--- src/rtl/spin_fifo_drainer_pkg.sv ---
// Shared types and defaults for the spin FIFO drainer.
//   drain_state_e : drainer FSM states
//   DEF_*         : default parameter values
//   idx_width()   : word-index width for a given word count (never below 1)
package spin_fifo_drainer_pkg;

  localparam int unsigned DEF_DATASPIN = 256;
  localparam int unsigned DEF_WORD_W   = 32;
  localparam int unsigned DEF_CNT_W    = 16;

  typedef enum logic [1:0] {
    IDLE = 2'd0,
    WAIT = 2'd1,
    SEND = 2'd2,
    STOP = 2'd3
  } drain_state_e;

  function automatic int unsigned idx_width(input int unsigned n);
    return (n > 1) ? $clog2(n) : 1;
  endfunction

endpackage

--- src/rtl/spin_fifo_drainer_if.sv ---
// Handshake bundle between the spin FIFO, the drainer and the word consumer.
//   spin_pop_valid_i / spin_pop_i / spin_pop_ready_o : FIFO pop handshake
//   word_valid_o / word_o / word_idx_o / word_last_o / word_ready_i : word stream
// master = drainer side, slave = FIFO + consumer side.
interface spin_fifo_drainer_if
  import spin_fifo_drainer_pkg::*;
#(
  parameter int unsigned DATASPIN = DEF_DATASPIN,
  parameter int unsigned WORD_W   = DEF_WORD_W,
  parameter int unsigned IDX_W    = idx_width(DATASPIN / WORD_W)
);

  logic                spin_pop_valid_i;
  logic [DATASPIN-1:0] spin_pop_i;
  logic                spin_pop_ready_o;
  logic                word_valid_o;
  logic [WORD_W-1:0]   word_o;
  logic [IDX_W-1:0]    word_idx_o;
  logic                word_last_o;
  logic                word_ready_i;

  modport master (
    input  spin_pop_valid_i, spin_pop_i, word_ready_i,
    output spin_pop_ready_o, word_valid_o, word_o, word_idx_o, word_last_o
  );

  modport slave (
    output spin_pop_valid_i, spin_pop_i, word_ready_i,
    input  spin_pop_ready_o, word_valid_o, word_o, word_idx_o, word_last_o
  );

endinterface

--- src/rtl/spin_fifo_drainer.sv ---
// Read-side partner of the spin FIFO. Pops one DATASPIN-bit spin vector at a
// time, serialises it LSB-first into NUM_WORDS words of WORD_W bits, counts
// drained entries and pulses cmpt_stop_o for one cycle when the session
// target is reached (target 0 = unlimited).
// Ports:
//   clk_i, rst_ni  : clock, synchronous active-low reset
//   en_i           : enable; low masks handshakes and holds all state
//   flush_i        : synchronous abort to IDLE, clears count and data
//   start_i        : arm a session (IDLE only); target_i sampled here
//   bus            : pop + word stream handshakes (master modport)
//   cmpt_stop_o    : one-cycle pulse when target reached
//   busy_o         : FSM not in IDLE
//   done_count_o   : entries fully drained this session
module spin_fifo_drainer
  import spin_fifo_drainer_pkg::*;
#(
  parameter int unsigned DATASPIN = DEF_DATASPIN,
  parameter int unsigned WORD_W   = DEF_WORD_W,
  parameter int unsigned CNT_W    = DEF_CNT_W
) (
  input  logic                clk_i,
  input  logic                rst_ni,
  input  logic                en_i,
  input  logic                flush_i,
  input  logic                start_i,
  input  logic [CNT_W-1:0]    target_i,
  spin_fifo_drainer_if.master bus,
  output logic                cmpt_stop_o,
  output logic                busy_o,
  output logic [CNT_W-1:0]    done_count_o
);

  localparam int unsigned NUM_WORDS = DATASPIN / WORD_W;
  localparam int unsigned IDX_W     = idx_width(NUM_WORDS);
  localparam logic [IDX_W-1:0] LAST_IDX = IDX_W'(NUM_WORDS - 1);
  localparam logic [CNT_W-1:0] CNT_MAX  = '1;

  drain_state_e        r_state;
  logic [DATASPIN-1:0] r_shreg;
  logic [IDX_W-1:0]    r_idx;
  logic [CNT_W-1:0]    r_count;
  logic [CNT_W-1:0]    r_target;

  logic             w_last;
  logic             w_pop_hs;
  logic             w_word_hs;
  logic             w_hit_target;
  logic [CNT_W-1:0] w_count_nxt;

  always_comb begin
    w_last      = (r_state == SEND) && (r_idx == LAST_IDX);
    w_pop_hs    = en_i && (r_state == WAIT) && bus.spin_pop_valid_i;
    w_word_hs   = en_i && (r_state == SEND) && bus.word_ready_i;
    w_count_nxt = (r_count == CNT_MAX) ? r_count : r_count + 1'b1;
    // Compared one bit wider so a saturated count can never alias a target.
    w_hit_target = (r_target != '0) &&
                   (({1'b0, r_count} + 1'b1) == {1'b0, r_target});
  end

  always_comb begin
    bus.spin_pop_ready_o = en_i && (r_state == WAIT);
    bus.word_valid_o     = en_i && (r_state == SEND);
    bus.word_o           = r_shreg[WORD_W-1:0];
    bus.word_idx_o       = r_idx;
    bus.word_last_o      = w_last;
    cmpt_stop_o          = (r_state == STOP);
    busy_o               = (r_state != IDLE);
    done_count_o         = r_count;
  end

  always_ff @(posedge clk_i) begin
    if (!rst_ni) begin
      r_state  <= IDLE;
      r_shreg  <= '0;
      r_idx    <= '0;
      r_count  <= '0;
      r_target <= '0;
    end else if (flush_i) begin
      r_state <= IDLE;
      r_shreg <= '0;
      r_idx   <= '0;
      r_count <= '0;
    end else begin
      case (r_state)
        IDLE: begin
          if (en_i && start_i) begin
            r_state  <= WAIT;
            r_target <= target_i;
            r_count  <= '0;
          end
        end
        WAIT: begin
          if (w_pop_hs) begin
            r_shreg <= bus.spin_pop_i;
            r_idx   <= '0;
            r_state <= SEND;
          end
        end
        SEND: begin
          if (w_word_hs) begin
            if (w_last) begin
              r_count <= w_count_nxt;
              r_state <= w_hit_target ? STOP : WAIT;
            end else begin
              r_shreg <= r_shreg >> WORD_W;
              r_idx   <= r_idx + 1'b1;
            end
          end
        end
        // Leaves even with en_i low so the pulse is always one cycle.
        STOP: r_state <= IDLE;
        default: r_state <= IDLE;
      endcase
    end
  end

endmodule

--- src/flat_wrapper.sv ---
// flat-port wrapper written by rule: the top's interface ports become plain ports
module spin_fifo_drainer_flat import spin_fifo_drainer_pkg::*;
#(
  parameter int unsigned DATASPIN = DEF_DATASPIN,
  parameter int unsigned WORD_W   = DEF_WORD_W,
  parameter int unsigned CNT_W    = DEF_CNT_W
)
  (clk_i, rst_ni, en_i, flush_i, start_i, target_i, cmpt_stop_o, busy_o, done_count_o, bus_spin_pop_valid_i, bus_spin_pop_i, bus_word_ready_i, bus_spin_pop_ready_o, bus_word_valid_o, bus_word_o, bus_word_idx_o, bus_word_last_o);
  spin_fifo_drainer_if #(.DATASPIN(DATASPIN), .WORD_W(WORD_W)) bus_i ();
  input  logic clk_i;
  input  logic rst_ni;
  input  logic en_i;
  input  logic flush_i;
  input  logic start_i;
  input  logic [CNT_W-1:0] target_i;
  output logic cmpt_stop_o;
  output logic busy_o;
  output logic [CNT_W-1:0] done_count_o;
  input wire logic [$bits(bus_i.spin_pop_valid_i)-1:0] bus_spin_pop_valid_i;
  input wire logic [$bits(bus_i.spin_pop_i)-1:0] bus_spin_pop_i;
  input wire logic [$bits(bus_i.word_ready_i)-1:0] bus_word_ready_i;
  output wire logic [$bits(bus_i.spin_pop_ready_o)-1:0] bus_spin_pop_ready_o;
  output wire logic [$bits(bus_i.word_valid_o)-1:0] bus_word_valid_o;
  output wire logic [$bits(bus_i.word_o)-1:0] bus_word_o;
  output wire logic [$bits(bus_i.word_idx_o)-1:0] bus_word_idx_o;
  output wire logic [$bits(bus_i.word_last_o)-1:0] bus_word_last_o;
  assign bus_i.spin_pop_valid_i = bus_spin_pop_valid_i;
  assign bus_i.spin_pop_i = bus_spin_pop_i;
  assign bus_i.word_ready_i = bus_word_ready_i;
  assign bus_spin_pop_ready_o = bus_i.spin_pop_ready_o;
  assign bus_word_valid_o = bus_i.word_valid_o;
  assign bus_word_o = bus_i.word_o;
  assign bus_word_idx_o = bus_i.word_idx_o;
  assign bus_word_last_o = bus_i.word_last_o;
  spin_fifo_drainer #(.DATASPIN(DATASPIN), .WORD_W(WORD_W), .CNT_W(CNT_W)) u_core (.clk_i(clk_i), .rst_ni(rst_ni), .en_i(en_i), .flush_i(flush_i), .start_i(start_i), .target_i(target_i), .bus(bus_i), .cmpt_stop_o(cmpt_stop_o), .busy_o(busy_o), .done_count_o(done_count_o));
endmodule
--- config.mk ---
export PLATFORM = sky130hd
export DESIGN_NAME = spin_fifo_drainer_flat
export DESIGN_NICKNAME = d
export VERILOG_FILES = /design/src/rtl/spin_fifo_drainer_pkg.sv /design/src/rtl/spin_fifo_drainer_if.sv /design/src/rtl/spin_fifo_drainer.sv /design/src/flat_wrapper.sv
export SDC_FILE = /design/constraint.sdc
export NUM_CORES = 1
export LEC_CHECK = 0
export BUFFER_PORTS_ARGS = -buffer_cell sky130_fd_sc_hd__buf_2
export CORE_MARGIN = 8
export CORE_UTILIZATION = 25
export DETAILED_ROUTE_END_ITERATION = 7
export HOLD_SLACK_MARGIN = 0.12
export MAX_ROUTING_LAYER = met4
export PLACE_DENSITY = 0.45
export SLEW_MARGIN = 10
export SYNTH_ARGS = -nofsm -noshare
export SYNTH_HDL_FRONTEND = slang
export SYNTH_SLANG_ARGS = --single-unit
--- constraint.sdc ---
create_clock -name clk_i -period 2.8 [get_ports clk_i]
set_input_delay 0.28 -clock clk_i [delete_from_list [all_inputs] [get_ports clk_i]]
set_output_delay 0.28 -clock clk_i [all_outputs]
set_load 0.02 [all_outputs]
==> results of run 1 <==
-- cell usage after synthesis (6+ instances only) --
cell type / count / area [µm²]
a21boi_1: 10 / 75.1
xnor2_1: 16 / 140
nand2_1: 532 / 2000
xor2_1: 9 / 78.8
buf_4: 60 / 450
nor3_1: 10 / 50.1
and3_1: 7 / 43.8
nor4_1: 7 / 43.8
a21oi_1: 52 / 260
a311oi_1: 224 / 1960
a21boi_0: 6 / 45.0
clkbuf_1: 87 / 327
o21ai_0: 10 / 50.1
buf_2: 35 / 175
nand3_1: 40 / 200
nor2_1: 247 / 927
dfxtp_1: 293 / 5870
-- power by group through the flow --
stage | sequential (mW) | clock (mW) | combinational (mW)
after floorplan | 4.32 | 0 | 0.383
after global placement | 4.33 | 0 | 0.723
after detailed placement | 4.33 | 0 | 0.725
after CTS | 4.24 | 4.56 | 1.03
after global routing | 4.25 | 4.72 | 1.13
final | 4.24 | 4.39 | 1.03
-- per-layer routing --
metal | global-route usage, % | share of wire (%)
met3 | 3.31 | 5.4
met1 | 21.9 | 50
met4 | 4.02 | 2.0
met5 | - | 0
met2 | 22.6 | 42
-- flip-flops by register name, summed over array words and instances, names as in the netlist --
| signal | count |
|---|---|
| u_core.bus.word_idx_o | 3 |
| u_core.done_count_o | 16 |
| u_core.r_shreg | 256 |
| u_core.r_state | 2 |
| u_core.r_target | 16 |
-- kinds of logic (layout without fill, tap and decap cells) --
kind of cell | Yosys count | after routing | synth area share (%)
fa+ha+maj | 3 | 3 | 0.285
mux | 2 | 2 | 0.162
flops | 293 | 293 | 44.5
simple gates | 868 | 868 | 26.1
buf+inv | 193 | 714 | 7.55
other cells | 0 | 2 | 0
compound gates | 327 | 327 | 19.7
xor+xnor | 25 | 25 | 1.66
-- critical path: cells and delay by family, from the launching register on --
kind | cells | cell delay (ns)
AO/OA/AOI/OAI | 3 | 1.09
adder cells (fa/ha/maj) | 2 | 0.40
flip-flops | 1 | 0.37
AND/OR/NAND/NOR | 2 | 0.54
-- cells in the final DEF (no fill, tap or decap), drive strengths merged, types with 2 or more instances in the layout --
cell type and instances:
dlygate4sd3 290, a41oi 2, diode 2, a21oi 52
nor3 10, nand4 3, a22oi 2, nand2 532
o32ai 2, clkbuf 55, nor4 7, ha 3
xor2 9, nand2b 3, inv 7, a21boi 16
buf 359, or3 5, and4 2, nor2 249
nor3b 2, xnor2 16, o22ai 2, clkinv 2
o21ai 10, a311oi 224, nand3 41, a2111o 2
and3 7, a31oi 5, dfxtp 293, and2 5
-- final cells by class --
cell class              instances  area [µm²]
diodes                          2        5.00
clock buffers                  55        1030
clock inverters                 5        48.8
fillers                      5476       33200
inverters                       5        18.8
multi-input cells            1225        6340
flip-flops and latches        293        5870
well taps                     688         861
repair buffers                649        4940
-- worst max path at each step --
stage	cells past startpoint	slack [ns]	end	start
final	7	0.33	u_core.done_count_o[3]	u_core.bus.word_idx_o[0]
after global routing	7	0.20	u_core.done_count_o[3]	u_core.bus.word_idx_o[0]
after CTS	8	0.21	u_core.done_count_o[2]	u_core.bus.word_idx_o[0]
after detailed placement	8	0.22	u_core.done_count_o[2]	u_core.bus.word_idx_o[0]
after global placement	8	0.30	u_core.done_count_o[12]	u_core.bus.word_idx_o[0]
after floorplan	8	0.61	u_core.done_count_o[15]	u_core.bus.word_idx_o[0]
-- what timing repair did --
item                       CTS  global route
hold endpoints to repair   273             0
hold buffers               290             0
setup endpoints to repair    0             5
gates resized for setup      0             1
-- per-stage QoR --
stage / utilization, % / std cells
finish: 36.5 / 2922
global route: 36.5 / 2922
CTS: 36.5 / 2920
detailed placement: 28.9 / 2570
global placement: 28.9 / 2570
floorplan: - / 1711
==> results.py, run 1 <==
metrics = {
    "setup_path": {
        "r2r_setup_slack_ns": 0.33,
        "critPathMostFrequentCell": "ha_1",
        "critPathRequiredTime_ns": 3.28,
        "worstSetupEndpointType": "register",
        "cp_cell_sequence": "ha_1, ha_1, nand3_1, a211o_1, a311o_1, or3_1, a21oi_1",
        "critPathMaxFanout": 14,
        "worstPathArrival_ns": 2.94,
        "criticalPathCategory": "reg -> reg",
        "cpPeakStageDelay_ns": 0.56,
        "rr_startpoint": "u_core.bus.word_idx_o[0]",
        "reg2reg_depth": 7,
        "reg2reg_to": "u_core.done_count_o[3]",
        "crit_path_top_delay_cell": "a311o_1",
        "crit_path_start_kind": "register",
    },
    "power": {
        "p_per_area_mw_per_mm2": 506,
        "p_leak_nw": 7.32,
        "power_switching_mw": 2.37,
        "peakVddDrop_mv": 0.309,
        "total_power_mw": 9.67,
        "cellInternalPower_mw": 7.29,
        "swShare_pct": 24.5,
        "p_seq_share_pct": 43.9,
        "comb_power_share_pct": 10.7,
        "clock_power_share_pct": 45.4,
    },
    "grt": {
        "grt_max_degree": 182,
        "first_global_vias": 13400,
        "overflow": 0,
        "grtUsageTotal_pct": 15.7,
        "antenna_found_initial": 2,
        "grt_first_pass_wirelength_um": 75400,
    },
    "floorplanning": {
        "die_y_um": 246,
        "row_count": 84,
        "die_area_mm2": 0.0603,
        "core_mm2": 0.0523,
        "die_w_um": 246,
        "start_util_pct": 25.2,
        "io_pins": 335,
    },
    "clocking": {
        "cts_root_buf": "clkbuf_16",
        "cts_buffers": 36,
        "clockBufferDepth": 3,
        "cts_tree": "done",
        "htreeDepth": 2,
        "clk_pin_slew_ns": 0.06,
        "postCtsSetupBuffers": 0,
        "clock-sinks": 293,
        "clkLatencyLatePin_ns": 0.55,
    },
    "detailed_routing": {
        "drt_iter0_drc": 902,
        "detail-route-antenna-nets": 0,
        "drc_errors": 0,
        "drt_first_pass_iters": 5,
        "vias": 13500,
        "vias_per_cell": 4.63,
        "detail_route.wl_per_cell_um": 16.5,
        "wl_um": 48200,
    },
    "logic_synthesis": {
        "synth.yosys.seq_area_share_pct": 44.5,
        "synthFlopType": "dfxtp_1",
        "netlist_instances": 1711,
        "synth_area_mm2": 0.0132,
        "async_flop_share_pct": 0,
        "synth-edff-count": 0,
        "synthesis.nets": 1993,
        "synth_area_per_cell_um2": 7.70,
        "yosys_warnings": 0,
        "ys_types": 50,
        "ys_ff_latch": 293,
    },
    "sta": {
        "slew_headroom_pct": 38.4,
        "fin_crit_ns": 2.47,
        "skew_ns": 0.0245,
        "holdWs_ns": 0.247,
        "hold_viol_final": 0,
        "setup_viol": 0,
        "postLayoutSetupSlackWorst_ns": 0.332,
        "max_freq_mhz": 405,
        "max_slew.worst_pin.slew_ns": 0.924,
        "report.final.slew_viol_count": 0,
        "fin_crit_sh_pct": 88.1,
        "rsz0062_at_grt": "no",
        "fin_tns_setup_ns": 0,
    },
    "finish": {
        "stdcell_area_mm2": 0.0191,
        "final_nets": 2492,
        "synthToLayoutAreaGrowth_pct": 45.1,
        "drive_gt1_share_pct": 18.6,
    },
    "worst_hold_path": {
        "min_to": "u_core.bus.word_idx_o[0]",
        "hp-class": "in -> reg",
        "holdPathStages": 5,
        "min_from": "bus_word_ready_i",
    },
    "place": {
        "place_area_mm2": 0.0151,
        "placement.io_buffers": 334,
        "place.gp.congestion": 0.815,
        "pre_cts_slack_ns": 0.219,
        "dp_hpwl_um": 31600,
    },
    "flow_run": {
        "maxCapViolations": 0,
    },
    "status": {
        "status": "finished, final reports clean",
    },
}
Power figures use the tool's default switching activity.
==> run 2: changes to the inputs <==
==> constraint.sdc (replaced) <==
create_clock -name clk_i -period 2.8 [get_ports clk_i]
set_input_delay 0.28 -clock clk_i [delete_from_list [all_inputs] [get_ports clk_i]]
set_output_delay 0.28 -clock clk_i [all_outputs]
set_load 0.005 [all_outputs]
==> run 2 against run 1 <==
Against the previous run:
- combinational power hardly changed
- first-iteration DRC count is 7.4% lower
- count of clock-buffer cells in the layout is 2 lower
- via count shrank 0.13%
- power increased by 0.97%
- worst setup slack got worse by 0.12 ns
- critical path depth down 2
- sequential share of layout area decreased by 0.14 points
- sequential power is essentially flat
- final cell count rose by 0.31%
- sequential cell count did not move
- critical endpoint is now bus_word_last_o
==> results.py, run 2 (synthesis results as in run 1) <==
metrics = {
    "status": {
        "status": "finished, final reports clean",
    },
    "power": {
        "p_leak_nw": 7.36,
        "power_switching_mw": 2.36,
        "total_power_mw": 9.76,
        "cellInternalPower_mw": 7.40,
        "p_per_area_mw_per_mm2": 508,
        "peakVddDrop_mv": 0.348,
        "comb_power_share_pct": 10.5,
        "clock_power_share_pct": 46.0,
        "swShare_pct": 24.1,
        "p_seq_share_pct": 43.5,
    },
    "setup_path": {
        "worstSetupEndpointType": "primary output",
        "critPathRequiredTime_ns": 2.52,
        "worstPathArrival_ns": 2.31,
        "crit_path_start_kind": "register",
        "reg2reg_depth": 7,
        "r2r_setup_slack_ns": 0.32,
        "reg2reg_to": "u_core.done_count_o[8]",
        "rr_startpoint": "u_core.bus.word_idx_o[0]",
        "critPathMaxFanout": 111,
        "criticalPathCategory": "reg -> out",
    },
    "finish": {
        "stdcell_area_mm2": 0.0192,
        "largest-register": "u_core.r_shreg",
        "drive_gt1_share_pct": 18.9,
        "layout_common_cells": "nand2_1, buf_2, dfxtp_1",
        "final_common_cell": "nand2_1",
        "final_nets": 2493,
        "synthToLayoutAreaGrowth_pct": 45.8,
        "final_cell_count_no_fill": 2931,
        "largest_register_ffs": 256,
        "final_util_pct": 36.7,
    },
    "sta": {
        "slew_headroom_pct": 49.2,
        "report.final.slew_viol_count": 0,
        "fin_tns_setup_ns": 0,
        "fin_crit_ns": 2.59,
        "setup_viol": 0,
        "fin_crit_sh_pct": 92.5,
        "rsz0062_at_grt": "no",
        "postLayoutSetupSlackWorst_ns": 0.209,
        "max_freq_mhz": 386,
        "max_slew.worst_pin.slew_ns": 0.761,
        "hold_viol_final": 0,
        "skew_ns": 0.0224,
        "holdWs_ns": 0.260,
    },
    "place": {
        "dp_hpwl_um": 31900,
        "place_inst": 2571,
        "placement.io_buffers": 334,
        "place.gp.congestion": 0.782,
        "place_area_mm2": 0.0151,
        "pre_cts_slack_ns": 0.276,
    },
    "worst_hold_path": {
        "min_to": "u_core.r_state[1]",
        "hp-class": "in -> reg",
        "holdPathStages": 4,
        "min_from": "start_i",
    },
    "floorplanning": {
        "io_pins": 335,
        "die_area_mm2": 0.0603,
        "die_w_um": 246,
        "die_y_um": 246,
        "start_util_pct": 25.2,
        "row_count": 84,
        "core_mm2": 0.0523,
    },
    "grt": {
        "first_global_vias": 13300,
        "grt_max_degree": 156,
        "antenna_found_initial": 8,
        "grtUsageTotal_pct": 15.7,
        "overflow": 0,
        "grt_first_pass_wirelength_um": 75500,
    },
    "detailed_routing": {
        "drt_first_pass_iters": 5,
        "drc_errors": 0,
        "wl_um": 48200,
        "detail-route-antenna-nets": 0,
        "drt_iter0_drc": 835,
        "detail_route.wl_per_cell_um": 16.4,
        "vias_per_cell": 4.61,
        "vias": 13500,
    },
    "clocking": {
        "cts_root_buf": "clkbuf_16",
        "clk_pin_slew_ns": 0.06,
        "clockBufferDepth": 3,
        "clock-sinks": 293,
        "clkLatencyLatePin_ns": 0.54,
        "cts_buffers": 36,
        "htreeDepth": 2,
        "cts_tree": "done",
        "postCtsSetupBuffers": 0,
    },
    "flow_run": {
        "maxCapViolations": 0,
    },
}
-- run 2: cell count changes in the layout (fill, tap and decap cells not counted) --
cell       change
bufinv_16      +1
buf_4          -1
inv_8          -1
clkbuf_1       -3
clkbuf_8       +1
clkinv_2       +4
buf_12         +2
diode_2        +6
-- run 2: cell type report --
| cell class | instances | area, µm² |
|---|---|---|
| inverter | 5 | 18.8 |
| fill | 5521 | 33100 |
| tap | 688 | 861 |
| clock buffer | 53 | 1030 |
| clock inverter | 9 | 87.6 |
| sequential | 293 | 5870 |
| multi-input combinational | 1225 | 6340 |
| timing repair buffer | 650 | 4970 |
| antenna | 8 | 20.0 |
-- run 2: routing by layer --
metal  wire length [µm]  track usage (%)
met1              23700             21.9
met3               2460             3.23
met4               1020             4.39
met2              20900             22.6
met5                  0                -
-- run 2: how the worst max path moves through the flow --
stage                     cells after the start                 endpoint                startpoint  slack (ns)
after floorplan                               8  u_core.done_count_o[15]  u_core.bus.word_idx_o[0]        0.74
after global placement                        8   u_core.done_count_o[9]  u_core.bus.word_idx_o[0]        0.32
after detailed placement                      8   u_core.done_count_o[2]  u_core.bus.word_idx_o[0]        0.28
after CTS                                     5          bus_word_last_o         u_core.r_state[1]        0.18
after global routing                          5          bus_word_last_o         u_core.r_state[1]        0.06
final                                         5          bus_word_last_o         u_core.r_state[1]        0.21
-- run 2: timing repair --
item / CTS / global route
setup endpoints to repair: 0 / 4
gates resized for setup: 0 / 1
hold buffers: 290 / 0
hold endpoints to repair: 273 / 0
-- run 2: worst max-delay path, stage by stage, from the launching register on --
cell     delay [ns]
dfxtp_1        0.52
inv_1          0.18
nor2_4         0.23
buf_12         0.43
and2_1         0.24
buf_2          0.13
-- run 2: power groups by stage --
stage	Combinational [mW]	Clock [mW]	Sequential (mW)
CTS	1.03	4.69	4.24
detailed placement	0.716	0	4.33
global placement	0.715	0	4.33
global route	1.13	4.82	4.25
finish	1.02	4.49	4.24
floorplan	0.375	0	4.32
